==> src/rtl/byte_serializer_pkg.sv <==
// Shared definitions for the byte serializer: prefetch FSM encoding and byte width.
package byte_serializer_pkg;

    localparam int unsigned BYTE_BITS = 8;
    localparam int unsigned CNT_W     = $clog2(BYTE_BITS);

    typedef enum logic [1:0] {
        PF_IDLE   = 2'd0,
        PF_SETTLE = 2'd1,
        PF_FULL   = 2'd2
    } pf_state_e;

endpackage

==> src/rtl/byte_serializer.sv <==
// Serializes bytes prefetched from an upstream FIFO onto a single bit stream,
// inserting a fill pattern whenever no data byte is ready at a byte boundary.
module byte_serializer
    import byte_serializer_pkg::*;
(
    input  logic                 clk,
    input  logic                 reset,
    input  logic                 clkEn,
    input  logic                 bitEn,
    input  logic                 msbFirst,
    input  logic [BYTE_BITS-1:0] fillByte,
    input  logic                 fifoEmpty,
    input  logic [BYTE_BITS-1:0] fifoData,
    output logic                 fifoRdEn,
    output logic                 sdata,
    output logic                 sdataEn,
    output logic                 byteStart,
    output logic                 fillActive,
    output logic                 underflow
);

    pf_state_e            state_q;
    logic [BYTE_BITS-1:0] next_byte_q;
    logic                 next_valid_q;
    logic [BYTE_BITS-1:0] shreg_q;
    logic [CNT_W-1:0]     bit_cnt_q;
    logic                 msb_q;
    logic                 started_q;
    logic                 sdata_q;
    logic                 sdata_en_q;
    logic                 byte_start_q;
    logic                 fill_active_q;
    logic                 underflow_q;

    logic                 tick;
    logic                 boundary;
    logic                 consume;
    logic                 capture;
    logic                 cur_bit_d;
    logic [BYTE_BITS-1:0] shreg_d;
    logic [BYTE_BITS-1:0] load_byte_d;

    always_comb begin
        tick        = clkEn && bitEn;
        boundary    = tick && (bit_cnt_q == CNT_W'(BYTE_BITS - 1));
        // Consume sees the pre-capture nextValid, so a same-cycle capture waits a byte.
        consume     = boundary && next_valid_q;
        capture     = clkEn && (state_q == PF_SETTLE) && !fifoEmpty;
        cur_bit_d   = msb_q ? shreg_q[BYTE_BITS-1] : shreg_q[0];
        shreg_d     = msb_q ? {shreg_q[BYTE_BITS-2:0], 1'b0}
                            : {1'b0, shreg_q[BYTE_BITS-1:1]};
        load_byte_d = next_valid_q ? next_byte_q : fillByte;
    end

    assign fifoRdEn   = capture && !reset;
    assign sdata      = sdata_q;
    assign sdataEn    = sdata_en_q;
    assign byteStart  = byte_start_q;
    assign fillActive = fill_active_q;
    assign underflow  = underflow_q;

    always_ff @(posedge clk) begin
        if (reset) begin
            state_q       <= PF_IDLE;
            next_byte_q   <= '0;
            next_valid_q  <= 1'b0;
            shreg_q       <= fillByte;
            bit_cnt_q     <= '0;
            msb_q         <= msbFirst;
            started_q     <= 1'b0;
            sdata_q       <= 1'b0;
            sdata_en_q    <= 1'b0;
            byte_start_q  <= 1'b0;
            fill_active_q <= 1'b1;
            underflow_q   <= 1'b0;
        end else begin
            sdata_en_q   <= tick;
            byte_start_q <= tick && (bit_cnt_q == '0);
            underflow_q  <= boundary && !next_valid_q && started_q;

            if (tick) begin
                sdata_q   <= cur_bit_d;
                bit_cnt_q <= bit_cnt_q + 1'b1;
                if (boundary) begin
                    shreg_q       <= load_byte_d;
                    msb_q         <= msbFirst;
                    fill_active_q <= !next_valid_q;
                    if (next_valid_q)
                        started_q <= 1'b1;
                end else begin
                    shreg_q <= shreg_d;
                end
            end

            if (clkEn) begin
                case (state_q)
                    PF_IDLE: begin
                        if (!fifoEmpty)
                            state_q <= PF_SETTLE;
                    end
                    PF_SETTLE: begin
                        if (!fifoEmpty) begin
                            next_byte_q  <= fifoData;
                            next_valid_q <= 1'b1;
                            state_q      <= PF_FULL;
                        end else begin
                            state_q <= PF_IDLE;
                        end
                    end
                    PF_FULL: begin
                        if (consume) begin
                            next_valid_q <= 1'b0;
                            state_q      <= PF_IDLE;
                        end
                    end
                    default: state_q <= PF_IDLE;
                endcase
            end
        end
    end

endmodule

==> config.mk <==
export PLATFORM = sky130hd
export DESIGN_NAME = byte_serializer
export DESIGN_NICKNAME = d
export VERILOG_FILES = /design/src/rtl/byte_serializer_pkg.sv /design/src/rtl/byte_serializer.sv
export SDC_FILE = /design/constraint.sdc
export NUM_CORES = 1
export LEC_CHECK = 0
export ABC_CLOCK_PERIOD_IN_PS = 1460
export CORE_MARGIN = 3
export CORE_UTILIZATION = 28
export DETAILED_ROUTE_END_ITERATION = 16
export SYNTH_ARGS = -nofsm -noshare
export SYNTH_HDL_FRONTEND = slang
export SYNTH_SLANG_ARGS = --single-unit
==> constraint.sdc <==
create_clock -name clk -period 1.46 [get_ports clk]
set_input_delay 0.438 -clock clk [delete_from_list [all_inputs] [get_ports clk]]
set_output_delay 0.438 -clock clk [all_outputs]
set_load 0.01 [all_outputs]
==> results by group, run 1 <==
Logic synthesis
  – Cell with the most instances after synthesis: nand2_1
  – Most used flip-flop cell after synthesis: dfxtp_1
  – Synth async-reset ratio: 0
  – Commonest cells post-synth: 23 x nand2_1, 20 x dfxtp_1, 14 x a21oi_1
  – Post-synthesis register bit count: 29
  – Synth top area cells: dfxtp_1 30%, edfxtp_1 20%, nand2_1 6.5%
  – Syn_area_per_cell: 10.2 um^2
  – Post-synth EDFFs: 9
  – Post-Syn Area: 1330 um^2
  – Syn_nets: 155
  – Synth top area share: 0.301
  – Syn Inst Count: 130
  – Sequential area share after synthesis: 0.504
  – Synth area leader: dfxtp_1
  – Ys Warns: 0
  – Distinct cells, synth: 28

Power and ir drop
  – Reg power frac: 0.498
  – PD cells: 964 nW/um^2
  – Internal power: 1.40 mW
  – Clock network power share: 0.370
  – Comb power frac: 0.132
  – VDD IR max: 0.361 mV
  – Switching Share: 0.230
  – Leakage power: 0.726 nW
  – Power consumption: 1.82 mW
  – NetSw: 0.418 mW

Global routing
  – Tot GR Track Use: 0.122
  – Grt total ovfl: 0
  – First-pass GRT wire length: 4910 um
  – Vias in the first global route: 1014
  – Largest net degree at the start of global routing: 18
  – Antenna violations before repair: 0

Clocking
  – Clock buffer depth: 2
  – Clk_lat worst skew: 280 ps
  – H-tree levels: 2
  – CTS tree: done
  – CTS Sinks: 29
  – Num CTS Buffers: 5
  – Worst-path clk slew: 60 ps
  – Clk root buf: clkbuf_8

Critical path
  – Slowest CP cell: clkdlybuf4s15_1
  – Required time worst endpoint: 1020 ps
  – Critical path class: in2out
  – Crit end category: primary output
  – Largest stage delay, worst path: 240 ps
  – CP max FO: 2
  – Startpoint types: input port
  – Worst Path Arrival: 1040 ps
  – CP top delay family: buffers and inverters
  – Critical-path cell list: clkdlybuf4s15_1, nand4bb_4, nor2_4, buf_6
  – Critical path buffers and inverters: 2

STA
  – Final setup violation count: 1
  – Skew final: 8.61 ps
  – Fmax achieved: 674 MHz
  – Worst-Margin Slew: 429 ps
  – Relative max-transition margin: 0.714
  – Final min period: 1480 ps
  – Max-slew violations: 0
  – Final period util: 1.02
  – PnR worst setup slack: -22.9 ps
  – RSZ-0062 raised after global routing: true
  – Final Hold Vio Count: 0
  – Setup TNS: -22.9 ps

Finish
  – Nets: 194
  – Multi-input combinational cell area: 649 um^2
  – # fillers: 422
  – Ant. Diodes: 0
  – Reg area: 678 um^2
  – Area grow syn2layout: 41.8%
  – Share of layout cells above drive strength 1: 0.206

Die
  – Horiz. Die Dim: 75.0 um
  – I/O pin count: 28
  – Die area: 5620 um^2
  – Die Ht: 75.0 um
  – Core area: 4470 um^2
  – FP Rows: 24
  – Starting density of the core: 0.298

Detailed routing
  – Drt via density: 4.85
  – DRT Pass-1 Iters: 4
  – First DRT Iteration DRCs: 72
  – WL per Instance: 13.9 um
  – Detailed-route via count: 1077
  – Routed Antenna Nets: 0
  – Post-Route WL: 3080 um
  – Drt drc: 0

Outcome
  – Status: finished, violations left
  – Failing checks: setup timing

Placed design
  – Hpwl dp: 2310 um
  – Gpl congestion: 0.836
  – Port buffer count: 27

Hold path
  – Hold/Removal Path Class: reg2reg

Job
  – Max-cap viol count: 0
==> through the flow <==
stage               instances   util  hold slack, ps  area [um^2]  worst slack (ps)
floorplan                 130      -             415         1350              3.59
global route              222  0.422             465         1890             -61.5
detailed placement        212  0.386             430         1730              -821
finish                    222  0.422             445         1890             -22.9
global placement          212  0.386             434         1730              -802
CTS                       220  0.416             445         1860             -84.1
==> cell families after synthesis <==
logic type	share of synthesized area
AOI/OAI and AO/OA	0.184
xor gates and xnor gates	0.00658
adders and majority gates	0.0282
buffers and inverters	0.0620
DFF	0.504
muxes	0.0526
and+or+nand+nor	0.163
==> flip-flops by register name (all words and copies together) (netlist names), 2 cells and up <==
signal,cells
state_q,2
shreg_q,8
next_byte_q,8
bit_cnt_q,3
==> power groups by stage <==
stage | combinational, mW | clock [mW] | sequential, mW
2_1_floorplan | 0.126 | 0 | 0.911
3_3_place_gp | 0.230 | 0 | 0.921
3_5_place_dp | 0.237 | 0 | 0.923
4_1_cts | 0.241 | 0.698 | 0.908
5_1_grt | 0.263 | 0.747 | 0.911
6_report | 0.239 | 0.674 | 0.907
==> worst paths after layout <==
kind	cells past startpoint	startpoint	end	slack (ps)
worst max-delay path	4	clkEn	fifoRdEn	-20
worst min-delay path	2	started_q	underflow	450
worst max register to register	5	bit_cnt_q[0]	shreg_q[0]	20
worst min register to register	2	started_q	underflow	450
==> layout make-up <==
type,count,area share
clock buffers,8,0.0477
inverters,4,0.00795
flip-flops and latches,29,0.359
multi-input cells,87,0.344
repair buffers,42,0.207
well taps,52,0.0345
==> worst reg2reg max path, cell delays in order (launching register included) <==
cell and delay [ps]:
dfxtp_2 350, ha_4 140, ha_4 160, nand3_4 80, o21ba_4 270, o22a_1 200
==> per-layer routing <==
metal | wire length (um) | global-route usage
met1 | 1370 | 0.150
met2 | 1440 | 0.184
met3 | 203 | 0.0441
met4 | 73 | 0.0692
met5 | 0 | 0
==> layout by cell type, fill, tap and decap left out, types with 3 or more instances in the layout <==
master | synthesis | final
clkbuf_8 | 0 | 6
nor2_1 | 5 | 4
edfxtp_1 | 9 | 9
clkdlybuf4s50_1 | 0 | 17
mux2i_1 | 7 | 7
o22a_1 | 8 | 8
dfxtp_1 | 20 | 16
dlygate4sd2_1 | 0 | 7
dfxtp_2 | 0 | 3
inv_1 | 4 | 4
buf_4 | 3 | 12
nand3_1 | 3 | 3
a21oi_1 | 14 | 14
buf_6 | 2 | 3
nand2b_1 | 3 | 3
nand2_1 | 23 | 23
a2bb2oi_1 | 8 | 8
==> repair_timing <==
item | in CTS | in global routing
pin swaps | 2 | 4
endpoints found under the setup margin | 34 | 9
hold endpoints to repair | 0 | 0
hold buffers | 0 | 0
buffers inserted | 0 | 2
resized for setup | 26 | 6
Note: power is estimated with default switching activity, not from simulation.
==> inputs of run 2 (changes only) <==
--- a/config.mk
+++ b/config.mk
@@ -6,9 +6,9 @@
 export NUM_CORES = 1
 export LEC_CHECK = 0
 export ABC_CLOCK_PERIOD_IN_PS = 1460
-export CORE_MARGIN = 3
 export CORE_UTILIZATION = 28
 export DETAILED_ROUTE_END_ITERATION = 16
+export HOLD_SLACK_MARGIN = 0.03
 export SYNTH_ARGS = -nofsm -noshare
 export SYNTH_HDL_FRONTEND = slang
 export SYNTH_SLANG_ARGS = --single-unit
==> results by group, run 2 (synthesized netlist as in run 1, its figures left out) <==
Power and ir drop
  – VDD IR max: 0.278 mV (was 0.361 mV)
  – Leakage power: 0.731 nW (was 0.726 nW)
  – PD cells: 939 nW/um^2 (was 964 nW/um^2)

Finish
  – Multi-input combinational cell area: 662 um^2 (was 649 um^2)
  – Share of layout cells above drive strength 1: 0.209 (was 0.206)
  – Nets: 196 (was 194)
  – Reg area: 676 um^2 (was 678 um^2)
  – # fillers: 422 (unchanged)
  – Commonest non-fill, non-tap cell in the layout: nand2_1 (unchanged)
  – Most frequent cells in the layout: 23 x nand2_1, 17 x clkdlybuf4s50_1, 16 x dfxtp_1 (unchanged)
  – Final instance count without filler cells: 224 (was 222)
  – Top Registers: next_byte_q x8, shreg_q x8, bit_cnt_q x3 (unchanged)
  – Ant. Diodes: 0 (unchanged)
  – Area grow syn2layout: 42.1% (was 41.8%)

Die
  – Core area: 4470 um^2 (unchanged)
  – FP Rows: 24 (unchanged)
  – I/O pin count: 28 (unchanged)
  – Starting density of the core: 0.298 (unchanged)
  – Horiz. Die Dim: 71.0 um (was 75.0 um)
  – Die Ht: 71.0 um (was 75.0 um)
  – Die area: 5030 um^2 (was 5620 um^2)

Outcome
  – Failing checks: setup timing (unchanged)
  – Status: finished, violations left (unchanged)

Global routing
  – First-pass GRT wire length: 5500 um (was 4910 um)
  – Grt total ovfl: 0 (unchanged)
  – GRT Max-Usage Layer: met2 (unchanged)
  – Met2 Track Usage GR: 0.232 (was 0.184)
  – M1 GR Usage: 0.176 (was 0.150)
  – Largest net degree at the start of global routing: 30 (was 18)
  – Met3 Track Usage GR: 0.0399 (was 0.0441)
  – Antenna violations before repair: 0 (unchanged)
  – Tot GR Track Use: 0.145 (was 0.122)
  – Vias in the first global route: 1170 (was 1014)

Critical path
  – Required time worst endpoint: 1020 ps (about the same)
  – CP max FO: 2 (unchanged)
  – Worst Path Arrival: 1050 ps (was 1040 ps)
  – Startpoint types: register (was input port)
  – Critical path class: reg2out (was in2out)
  – R2R Setup Slk: -10 ps (was 20 ps)
  – Worst Setup SP: state_q[1] (was clkEn)
  – RR Startpoint: bit_cnt_q[0] (unchanged)
  – Crit end category: primary output (unchanged)

Detailed routing
  – Detailed-route via count: 1094 (was 1077)
  – Post-Route WL: 3300 um (was 3080 um)
  – First DRT Iteration DRCs: 55 (was 72)
  – Drt drc: 0 (unchanged)
  – Drt via density: 4.88 (was 4.85)
  – WL per Instance: 14.7 um (was 13.9 um)
  – Routed Antenna Nets: 0 (unchanged)
  – DRT Pass-1 Iters: 6 (was 4)

Clocking
  – Clk_lat worst skew: 280 ps (about the same)
  – Num CTS Buffers: 5 (unchanged)
  – H-tree levels: 2 (unchanged)
  – Clock buffer depth: 2 (unchanged)
  – Worst-path clk slew: 60 ps (about the same)
  – Clk root buf: clkbuf_8 (unchanged)
  – CTS Hold Buffers Added: 0 (unchanged)
  – CTS tree: done (unchanged)
  – CTS Sinks: 29 (unchanged)

Job
  – Max-cap viol count: 0 (unchanged)

STA
  – Final setup violation count: 5 (was 1)
  – Fmax achieved: 672 MHz (was 674 MHz)
  – Relative max-transition margin: 0.798 (was 0.714)
  – Final Hold Vio Count: 0 (unchanged)
  – Max-slew violations: 0 (unchanged)
  – Worst-Margin Slew: 302 ps (was 429 ps)
  – RSZ-0062 raised after global routing: true (unchanged)
  – Worst hold slack: 448 ps (was 445 ps)
  – Final period util: 1.02 (about the same)
  – PnR worst setup slack: -28.6 ps (was -22.9 ps)
  – Skew final: 6.72 ps (was 8.61 ps)
  – Final min period: 1490 ps (was 1480 ps)

Hold path
  – Hold/Removal Path Class: reg2reg (unchanged)
  – Hold_sp: started_q (unchanged)

Placed design
  – Hpwl dp: 2310 um (about the same)
  – Port buffer count: 27 (unchanged)
  – Gpl congestion: 0.765 (was 0.836)
  – Dpl cells: 212 (unchanged)
==> run 2: cell types whose count changed in the layout (fill, tap and decap cells not counted), sizes merged <==
| cell | delta |
|---|---|
| buf | +1 |
| nand4 | +1 |
==> run 2: path summary, 6_finish.rpt <==
path / end / cells after the start
max: fifoRdEn / 3
min: underflow / 2
max reg2reg: shreg_q[2] / 5
min reg2reg: underflow / 2
==> run 2: critical path, stage by stage (launching register included) <==
cell	delay [ps]
dfxtp_2	320
nand4bb_4	210
nor2_4	130
buf_6	110
==> run 2: metrics by stage <==
step | util | setup WS (ps) | power, mW | TNS, ps | cell area (um^2)
finish | 0.423 | -28.6 | 1.78 | -47.9 | 1890
global route | 0.423 | -63.1 | 1.86 | -423 | 1890
CTS | 0.414 | -85.5 | 1.78 | -85.5 | 1850
detailed placement | 0.386 | -831 | 1.16 | -13050 | 1730
global placement | 0.386 | -804 | 1.15 | -12350 | 1730
floorplan | - | 3.59 | 1.04 | 0 | 1350
==> run 2: layout make-up <==
type,count,area share
Sequential cell,29,0.357
Multi-Input combinational cell,88,0.350
Timing Repair Buffer,43,0.208
Clock buffer,8,0.0423
Tap cell,52,0.0344
Inverter,4,0.00794
==> run 2: repair_timing <==
item	in CTS	in global routing
pin swaps	3	5
resized for setup	28	2
setup endpoints to repair	24	9
gates cloned	0	1
buffers inserted	0	3
==> run 2: where the power goes <==
group	switching [mW]	internal, mW
combinational	0.109	0.146
sequential	0.0239	0.878
clock	0.281	0.337
==> run 2: layer usage <==
metal	wire (um)	up-vias
met5	0	-
met4	72	0
met3	151	6
li1	-	553
met1	1550	510
met2	1520	25
==> inputs of run 3 (changes only) <==
--- a/config.mk
+++ b/config.mk
@@ -5,7 +5,7 @@
 export SDC_FILE = /design/constraint.sdc
 export NUM_CORES = 1
 export LEC_CHECK = 0
-export ABC_CLOCK_PERIOD_IN_PS = 1460
+export ABC_CLOCK_PERIOD_IN_PS = 1430
 export CORE_UTILIZATION = 28
 export DETAILED_ROUTE_END_ITERATION = 16
 export HOLD_SLACK_MARGIN = 0.03
==> constraint.sdc (replaced) <==
create_clock -name clk -period 1.43 [get_ports clk]
set_input_delay 0.429 -clock clk [delete_from_list [all_inputs] [get_ports clk]]
set_output_delay 0.429 -clock clk [all_outputs]
set_load 0.01 [all_outputs]
==> results by group, run 3 (synthesized netlist as in run 1, its figures left out) <==
Finish
  – Nets: 198 (was 196)
  – Design Area, Final: 1910 um^2 (was 1890 um^2)
  – Final instance count without filler cells: 226 (was 224)
  – Ant. Diodes: 0 (unchanged)
  – Final design utilization: 0.426 (was 0.423)
  – Commonest non-fill, non-tap cell in the layout: nand2_1 (unchanged)
  – Area grow syn2layout: 43.3% (was 42.1%)
  – Most frequent cells in the layout: 23 x nand2_1, 18 x buf_4, 17 x clkdlybuf4s50_1 (was 23 x nand2_1, 17 x clkdlybuf4s50_1, 16 x dfxtp_1)
  – Share of layout cells above drive strength 1: 0.230 (was 0.209)
  – Top Registers: next_byte_q x8, shreg_q x8, bit_cnt_q x3 (unchanged)

Critical path
  – Critical-path cell list: clkdlybuf4s15_1, nand4bb_4, nor2_4, buf_6 (was nand4bb_4, nor2_4, buf_6)
  – Critical path class: in2out (was reg2out)
  – Critical path depth: 4 (was 3)
  – Startpoint types: input port (was register)
  – Worst Setup EP: fifoRdEn (unchanged)
  – RR Startpoint: bit_cnt_q[0] (unchanged)
  – Critical path buffers and inverters: 2 (was 1)
  – Worst Path Arrival: 1050 ps (about the same)
  – Slowest CP cell: clkdlybuf4s15_1 (was dfxtp_2)
  – CP max FO: 2 (unchanged)
  – Largest stage delay, worst path: 240 ps (was 320 ps)
  – R2R Setup Slk: -10 ps (about the same)
  – Worst Setup SP: clkEn (was state_q[1])
  – R2r endpoint: shreg_q[1] (was shreg_q[2])
  – Cells on worst reg2reg path: 6 (was 5)
  – Crit end category: primary output (unchanged)
  – Required time worst endpoint: 1000 ps (was 1020 ps)
  – CP top delay family: buffers and inverters (was simple AND/OR/NAND/NOR gates)

STA
  – Final Hold Vio Count: 0 (unchanged)
  – Final setup violation count: 3 (was 5)
  – PnR worst setup slack: -46.3 ps (was -28.6 ps)
  – Final period util: 1.03
  – RSZ-0062 raised after global routing: true (unchanged)
  – Fmax achieved: 677 MHz
  – Worst hold slack: 457 ps (was 448 ps)
  – Final min period: 1480 ps
  – Worst-Margin Slew: 303 ps (was 302 ps)
  – Max-slew violations: 0 (unchanged)
  – Skew final: 7.36 ps (was 6.72 ps)
  – Setup TNS: -53.3 ps (was -47.9 ps)
  – Relative max-transition margin: 0.798 (about the same)

Clocking
  – CTS Hold Buffers Added: 0 (unchanged)
  – Num CTS Buffers: 5 (unchanged)
  – Clock buffer depth: 2 (unchanged)
  – CTS tree: done (unchanged)
  – H-tree levels: 2 (unchanged)
  – Clk root buf: clkbuf_8 (unchanged)
  – Worst-path clk slew: 60 ps (about the same)
  – Clk_lat worst skew: 280 ps (about the same)
  – CTS Sinks: 29 (unchanged)

Placed design
  – Placed cell areas: 1740 um^2 (was 1730 um^2)
  – Hpwl dp: 2380 um (was 2310 um)
  – Place WS: -798 ps (was -831 ps)
  – Dpl cells: 213 (was 212)
  – Gpl congestion: 0.739 (was 0.765)
  – Port buffer count: 27 (unchanged)

Outcome
  – Status: finished, violations left (unchanged)
  – Failing checks: setup timing (unchanged)

Die
  – I/O pin count: 28 (unchanged)
  – Die area: 5030 um^2 (unchanged)
  – Core area: 4470 um^2 (unchanged)
  – Horiz. Die Dim: 71.0 um (unchanged)
  – Die Ht: 71.0 um (unchanged)
  – FP Rows: 24 (unchanged)
  – Starting density of the core: 0.298 (unchanged)

Global routing
  – Largest net degree at the start of global routing: 18 (was 30)
  – Tot GR Track Use: 0.149 (was 0.145)
  – Grt total ovfl: 0 (unchanged)
  – Vias in the first global route: 1109 (was 1170)
  – First-pass GRT wire length: 5580 um (was 5500 um)
  – Antenna violations before repair: 0 (unchanged)

Power and ir drop
  – Power consumption: 1.87 mW (was 1.78 mW)
  – Clock network power share: 0.366 (was 0.348)
  – Comb power frac: 0.140 (was 0.144)
  – NetSw: 0.428 mW (was 0.414 mW)
  – Internal power: 1.44 mW (was 1.36 mW)
  – Leakage power: 0.742 nW (was 0.731 nW)
  – PD cells: 979 nW/um^2 (was 939 nW/um^2)
  – VDD IR max: 0.300 mV (was 0.278 mV)
  – Reg power frac: 0.494 (was 0.508)
  – Switching Share: 0.229 (was 0.233)

Detailed routing
  – Drt via density: 4.80 (was 4.88)
  – Routed Antenna Nets: 0 (unchanged)
  – Detailed-route via count: 1085 (was 1094)
  – WL per Instance: 14.6 um (was 14.7 um)
  – Post-Route WL: 3290 um (was 3300 um)
  – First DRT Iteration DRCs: 87 (was 55)
  – Drt drc: 0 (unchanged)
  – DRT Pass-1 Iters: 4 (was 6)

Hold path
  – Hold/Removal Path Class: reg2reg (unchanged)

Job
  – Max-cap viol count: 0 (unchanged)
run 3: cell types whose count changed in the layout (fill, tap and decap cells not counted), sizes merged:
cell,before,now
buf,18,21
nand4,2,1
run 3: worst min-delay path by stage:
stage / startpoint / end / slack, ps / cells after the start
5_1_grt: started_q / underflow / 460 / 2
3_3_place_gp: started_q / underflow / 430 / 2
2_1_floorplan: started_q / underflow / 420 / 2
4_1_cts: next_byte_q[1] / next_byte_q[1] / 460 / 2
6_report: next_byte_q[1] / next_byte_q[1] / 460 / 2
3_5_place_dp: started_q / underflow / 440 / 2
run 3: cell type report:
class	instances	area, um^2
tap	52	65.1
clock buffer	8	90.1
multi-input combinational	87	649
fill	430	2570
sequential	29	676
inverter	4	15.0
timing repair buffer	46	413
run 3: repair_timing:
item | 4_1_cts | 5_1_grt
hold endpoints to repair | 0 | 0
endpoints found under the setup margin | 35 | 10
gates resized for setup | 20 | 7
pin swaps | 3 | 2
buffers inserted | 6 | 0
run 3: power groups by stage:
stage	combinational (mW)	clock, mW	sequential (mW)
CTS	0.257	0.706	0.921
finish	0.262	0.683	0.923
detailed placement	0.245	0	0.946
floorplan	0.128	0	0.932
global route	0.286	0.739	0.926
global placement	0.238	0	0.942
run 3: per-layer routing:
| metal | track usage | part of all wire |
|---|---|---|
| met2 | 0.216 | 0.44 |
| met1 | 0.195 | 0.48 |
| met3 | 0.0484 | 0.056 |
| met4 | 0.0867 | 0.029 |
| met5 | 0 | 0 |
run 3: worst register-to-register path, cell delays in order, from the launching register on:
cell	delay [ps]
dfxtp_2	330
ha_4	160
ha_4	170
nand3_2	80
buf_4	180
a2bb2oi_1	80
o22a_1	190
